`config.mk`:
```
export PLATFORM = sky130hd
export DESIGN_NAME = instr_fetch
export DESIGN_NICKNAME = d
export VERILOG_FILES = /design/src/rtl/instr_fetch.sv
export SDC_FILE = /design/constraint.sdc
export NUM_CORES = 1
export LEC_CHECK = 0
export CAP_MARGIN = 20
export CORE_UTILIZATION = 35
export DETAILED_ROUTE_END_ITERATION = 8
export SYNTH_ARGS = -nofsm -noshare
export SYNTH_HDL_FRONTEND = slang
export SYNTH_SLANG_ARGS = --single-unit
```
`constraint.sdc`:
```
create_clock -name clk_i -period 6 [get_ports clk_i]
set_input_delay 0.6 -clock clk_i [delete_from_list [all_inputs] [get_ports clk_i]]
set_output_delay 0.6 -clock clk_i [all_outputs]
set_load 0.005 [all_outputs]
```
`src/rtl/instr_fetch.sv`:
```
// rtl/instr_fetch.sv - instruction fetch initiator with PC, single-cycle SRAM requests and a small fetch buffer
module instr_fetch #(
    parameter logic [31:0] BOOT_PC = 32'h0000_0004,
    parameter int          DEPTH   = 2
) (
    input  logic        clk_i,
    input  logic        rst_i,
    input  logic        enable_i,
    output logic        mem_req_o,
    output logic        mem_we_o,
    output logic [31:0] mem_addr_o,
    output logic [31:0] mem_wdata_o,
    input  logic [31:0] mem_rdata_i,
    output logic        instr_valid_o,
    input  logic        instr_ready_i,
    output logic [31:0] instr_o,
    output logic [31:0] instr_pc_o,
    input  logic        redirect_i,
    input  logic [31:0] redirect_pc_i
);

    localparam int AW = (DEPTH > 1) ? $clog2(DEPTH) : 1;
    localparam int CW = AW + 1;
    localparam logic [CW-1:0] FULL_CNT = CW'(DEPTH);

    logic [31:0]   pc_q, pc_d;
    logic [CW-1:0] count_q, count_d;
    logic [AW-1:0] rd_ptr_q, rd_ptr_d;
    logic [AW-1:0] wr_ptr_q, wr_ptr_d;
    logic [31:0]   buf_pc_q   [DEPTH];
    logic [31:0]   buf_word_q [DEPTH];

    logic empty;
    logic pop;
    logic push;
    logic space;
    logic unused_target_bits;

    assign empty              = (count_q == '0);
    assign instr_valid_o      = ~empty & ~redirect_i;
    assign pop                = instr_valid_o & instr_ready_i;
    assign space              = (count_q < FULL_CNT) | pop;
    assign push               = enable_i & ~redirect_i & space & ~rst_i;
    assign unused_target_bits = ^redirect_pc_i[1:0];

    assign mem_req_o   = push;
    assign mem_we_o    = 1'b0;
    assign mem_wdata_o = 32'h0;
    assign mem_addr_o  = {2'b00, pc_q[31:2]};

    // Head is forced to zero when empty so reset and idle outputs are deterministic.
    assign instr_o    = empty ? 32'h0 : buf_word_q[rd_ptr_q];
    assign instr_pc_o = empty ? 32'h0 : buf_pc_q[rd_ptr_q];

    always_comb begin
        pc_d     = pc_q;
        count_d  = count_q;
        rd_ptr_d = rd_ptr_q;
        wr_ptr_d = wr_ptr_q;
        if (redirect_i) begin
            pc_d     = {redirect_pc_i[31:2], 2'b00};
            count_d  = '0;
            rd_ptr_d = '0;
            wr_ptr_d = '0;
        end else begin
            if (push) begin
                pc_d     = pc_q + 32'd4;
                wr_ptr_d = wr_ptr_q + AW'(1);
            end
            if (pop) begin
                rd_ptr_d = rd_ptr_q + AW'(1);
            end
            if (push && !pop) begin
                count_d = count_q + CW'(1);
            end else if (pop && !push) begin
                count_d = count_q - CW'(1);
            end
        end
    end

    always_ff @(posedge clk_i) begin
        if (rst_i) begin
            pc_q     <= BOOT_PC;
            count_q  <= '0;
            rd_ptr_q <= '0;
            wr_ptr_q <= '0;
        end else begin
            pc_q     <= pc_d;
            count_q  <= count_d;
            rd_ptr_q <= rd_ptr_d;
            wr_ptr_q <= wr_ptr_d;
        end
    end

    // Storage needs no reset: entries are only observed through a nonzero count.
    always_ff @(posedge clk_i) begin
        if (push) begin
            buf_pc_q[wr_ptr_q]   <= pc_q;
            buf_word_q[wr_ptr_q] <= mem_rdata_i;
        end
    end

    always_ff @(posedge clk_i) begin
        if (!rst_i) begin
            assert (count_q <= FULL_CNT);
        end
    end

endmodule

```
---- Word-level counts from Yosys, hierarchy flattened ----
Memories as Yosys holds them, arrays and structs flattened. A register that Yosys moved wholly into a read port is not among the register bits.
Index checks and enable logic that the tools add are counted.
operators by class
  $lt $le $gt $ge ......................... 1
  add/subtract/negate cells ............... 5
  muxes and demuxes ....................... 12
  reduce and logical (&&, ||, !) cells .... 8
  bitwise gates (word level) .............. 9
operator list
  cell                                                                count
  32-bit 2-to-1 mux                                                   4
  32-bit by 3-bit adder with 32-bit output, second input constant     1
  1-bit 2-to-1 mux                                                    6
  1-bit AND                                                           5
  2-bit 2-to-1 mux                                                    2
  2-bit nonzero test                                                  2
  1-bit inverter                                                      3
  1-bit adder, second input constant                                  2
  2-bit by 1-bit adder with 2-bit output, second input constant       1
  1-bit logical AND                                                   2
  1-bit logical NOT                                                   2
  2-bit logical NOT                                                   1
  2-bit less-than comparator, second input constant                   1
  2-bit OR reduction                                                  1
  2-bit by 1-bit subtractor with 2-bit output, second input constant  1
  1-bit OR                                                            1
word-level totals
  memories ................................ 2
  output and inout port bits .............. 131
  flip-flop bits (word level) ............. 36
  input bits .............................. 69
  logic and storage cells ................. 42
  memory bits (writable) .................. 128
memory list
  name        depth  bits a word  rd ports  clocked after memory_dff  write ports  line  source
  buf_pc_q    2      32           1         1                         1            30    logic [31:0] buf_pc_q [DEPTH];
  buf_word_q  2      32           1         1                         1            31    logic [31:0] buf_word_q [DEPTH];

---- Longest topological paths before layout ----
  depth after elaboration ................. 11
  depth in mapped cells ................... 8
  gate-level depth less buffers ........... 7

---- Least setup slack after synthesis ----
OpenSTA, ideal clock, no wires.
  path kind ............................... input to register
  start point ............................. input port redirect_i
  end point ............................... memory buf_pc_q[0][10] (enable)
  setup slack ............................. -0.084 ns
  data arrival time ....................... 5.526 ns
  buffers on the path ..................... 2
  stages on the path ...................... 4
  cells stage by stage .................... clkbuf_1 > or2_2 > clkbuf_1 > nor3_1
between the ends
  longest elaborated chain between the ends .. 8
  elaborated cells on any way between the ends .. 9
RTL lines
  element                                   line    source
  start: declaration                        18      input logic redirect_i,
  1-bit inverter *                          40, 43
  1-bit AND                                 40      assign instr_valid_o = ~empty & ~redirect_i;
  1-bit AND                                 41      assign pop = instr_valid_o & instr_ready_i;
  1-bit OR                                  42      assign space = (count_q < FULL_CNT) | pop;
  1-bit AND * (2 in a row)                  43      assign push = enable_i & ~redirect_i & space & ~rst_i;
  1-bit 2-to-1 mux *                        97      if (push) begin
  1-bit 2-to-1 mux (not written as such) *  98      buf_pc_q[wr_ptr_q] <= pc_q;
  end: declaration                          30
Every way passes the cells marked *; elsewhere a longest branch is shown, timed or not.

---- Final worst setup path ----
  start point ............................. input port rst_i
  end point ............................... output port mem_req_o
between the ends
  longest elaborated chain between the ends .. 2
RTL lines
  element             line  source
  start: declaration  7     input logic rst_i,
  1-bit inverter      43
  1-bit AND           43
  end: declaration    9     output logic mem_req_o,
No other way between the ends.

==> impl_metrics.toml <==
[outcome]
status = "finished clean"

[placement]
dp_hpwl_um = 10700
place_congestion = 0.767
port_buffers = 160
dpl.cell_count = 961

[run]
cap_violations = 0

[critical_path]
critPathCaptureType = "output port"
crit_fanout = 21
r2r_cells = 4
r2r_setup_slack_ns = 3.47
critPathKind = "in2out"
crit_path_start_kind = "input port"
worstReg2RegStart = "pc_q[10]"
reg2reg_to = "pc_q[23]"
worstPathRequired_ns = 5.40
crit_arrival_ns = 2.76

[finish]
area_growth_pct = 32.9
num-nets-final = 787
diodes = 0
nFillCells = 1808
drive_above_1_share_pct = 4.94
finalNonFillerCells = 994

[clock_network]
cts_sinks = 159
clk_pin_slew_ns = 0.06
ctsResizeCount = 0
cts_setup_buffers = 0
clk_latency_ns = 0.42
ctsRootBufferMaster = "clkbuf_16"
htreeDepth = 4
numCtsBuffers = 17
clk_path_buf_depth = 2
cts_tree = "done"
ctsHoldBuffers = 0

[floorplanning]
start_util_pct = 35.9
dieArea_um2 = 20600
io_pins = 200
num_rows = 51
core_um2 = 19500
die_h_um = 143
fp.dieW_um = 143

[timing]
fmax_mhz = 297
maxSlewViolCount = 0
fin_setup_tns_ns = 0
hold_viol = 0
min_period_over_period_pct = 56.0
rsz0062_at_grt = "no"
clock_skew_ns = 0.0114
worst_pin_slew_ns = 1.11
setup_violations = 0
slew-limit-headroom_pct = 25.9
min_period_ns = 3.36

[global_routing]
grt_util_all_layers_pct = 16.1
overflow = 0
grt_max_degree = 63
grt_pass1_vias = 4755
antenna_found_initial = 0
grt_pass1_wl_um = 25300

[drt]
wl_um = 16500
drt-vias-per-instance = 4.97
drt.antenna.violating_nets = 0
drtPass1Iterations = 4
vias = 4938
routedWlPerCell_um = 16.6
drc_errors = 0
drt_iter0_markers = 228

[logic_synthesis]
ys_seq_area_share_pct = 63.2
syn-instance-count = 565
ys_ff_latch = 159
async_reset_ff_share_pct = 0
synth_ff_type = "edfxtp_1"
synth.distinct_cells = 48
synth_area_um2 = 7000
synth_edf_count = 124
yosys_warnings = 0
post_synth.cell_area_avg_um2 = 12.4

[hold_path]
hp-start = "rd_ptr_q"
min_path_cells = 2
min-delay-path-class = "reg2reg"

[pwr]
leakage_nw = 3.01
power_density_nw_per_um2 = 264
ir_drop_mv = 0.160
[routing by layer]
layer  up-vias  GRT usage [%]  routed length (um)
met3        11           3.57                 945
met2       169           26.5                7710
met4         0           5.71                 142
met5         -              0                   0
met1      2409           20.9                7670
li1       2349              -                   -
[state kept, by name (all words and copies together) (netlist names), named ones only]
register	cells
rd_ptr_q	1
buf_pc_q	60
count_q	2
wr_ptr_q	1
buf_word_q	64
pc_q	30
[layout make-up]
type / instances / area, um2 / share of cell area, %
clock buffers: 27 / 515 / 5.54
clock inverters: 5 / 31.3 / 0.336
inverters: 8 / 30.0 / 0.323
multi-input cells: 364 / 2290 / 24.6
flip-flops and latches: 159 / 4430 / 47.6
well taps: 265 / 332 / 3.56
repair buffers: 166 / 1680 / 18.0
[placed cells by master (no fill, tap or decap), types with 3 or more instances in the layout]
master	instances
clkbuf_1	7
edfxtp_1	124
clkinv_2	3
o21ai_0	7
xnor2_1	3
or4_1	9
a311oi_1	13
nand3_1	13
conb_1	37
o31a_1	4
o21bai_1	3
o31ai_1	9
dfxtp_1	34
a2111oi_0	4
inv_1	8
a211oi_1	7
or3_1	9
clkbuf_16	19
nand4_1	9
mux2i_1	62
nor4_1	12
a21oi_1	4
xor2_1	5
and3_1	3
nand2_1	19
buf_4	4
nor2_1	98
and4_1	8
clkdlybuf4s50_1	160
[worst max-delay path by stage]
| stage | start | end | slack (ns) | cells after the start |
|---|---|---|---|---|
| floorplan | redirect_i | buf_pc_q[0][10] | 1.85 | 4 |
| global placement | rst_i | buf_word_q[0][22] | 2.42 | 4 |
| detailed placement | rst_i | buf_pc_q[0][26] | 2.38 | 4 |
| CTS | rst_i | mem_req_o | 2.64 | 4 |
| global route | rst_i | mem_req_o | 2.54 | 4 |
| finish | rst_i | mem_req_o | 2.64 | 4 |
[worst max-delay path, cell delays in order]
cell	delay, ns
clkdlybuf4s50_1	0.77
or2_2	0.57
nor2_1	0.24
clkdlybuf4s50_1	0.57
[Yosys cell counts, types with 4 or more instances]
master	n	area share, %
nand4_1	9	0.80
dfxtp_1	35	10
inv_1	8	0.43
edfxtp_1	124	53
and4_1	8	1.0
a311oi_1	13	1.6
a211oi_1	7	0.75
buf_2	4	0.29
or3_1	9	0.80
xor2_1	5	0.63
or4_1	9	0.96
buf_1	5	0.27
nor2_1	99	5.3
o31ai_1	9	0.96
a21oi_1	4	0.29
o21ai_0	7	0.50
nand2_1	19	1.0
a2111oi_0	4	0.50
buf_4	37	4.0
nor4_1	12	1.1
o31a_1	4	0.50
nand3_1	13	0.93
mux2i_1	62	8.9
clkbuf_1	23	1.2
[metrics by stage]
| stage | hold slack, ns | setup slack [ns] | util [%] | cell area (um2) | power, mW |
|---|---|---|---|---|---|
| 2_1_floorplan | 0.472 | 1.85 | - | 7140 | 1.37 |
| 3_3_place_gp | 0.486 | 2.42 | 44.7 | 8730 | 1.48 |
| 3_5_place_dp | 0.493 | 2.38 | 44.7 | 8730 | 1.48 |
| 4_1_cts | 0.518 | 2.64 | 47.5 | 9280 | 2.48 |
| 5_1_grt | 0.559 | 2.54 | 47.7 | 9310 | 2.55 |
| 6_report | 0.504 | 2.64 | 47.7 | 9310 | 2.46 |
[cells by family after synthesis]
group                    Yosys count  synth area share [%]
flip-flops                       159                  63.2
adder cells (fa/ha/maj)            2                 0.357
XOR/XNOR                           8                  1.00
multiplexers                      62                  8.86
AND/OR/NAND/NOR                  195                  13.6
other                              1                0.0535
buffers and inverters             78                  6.34
AO/OA/AOI/OAI                     60                  6.57
[power by group]
group,internal (mW),switching [mW]
logic,0.115,0.0877
registers,1.22,0.0365
clock network,0.589,0.408
Power figures use the tool's default switching activity.
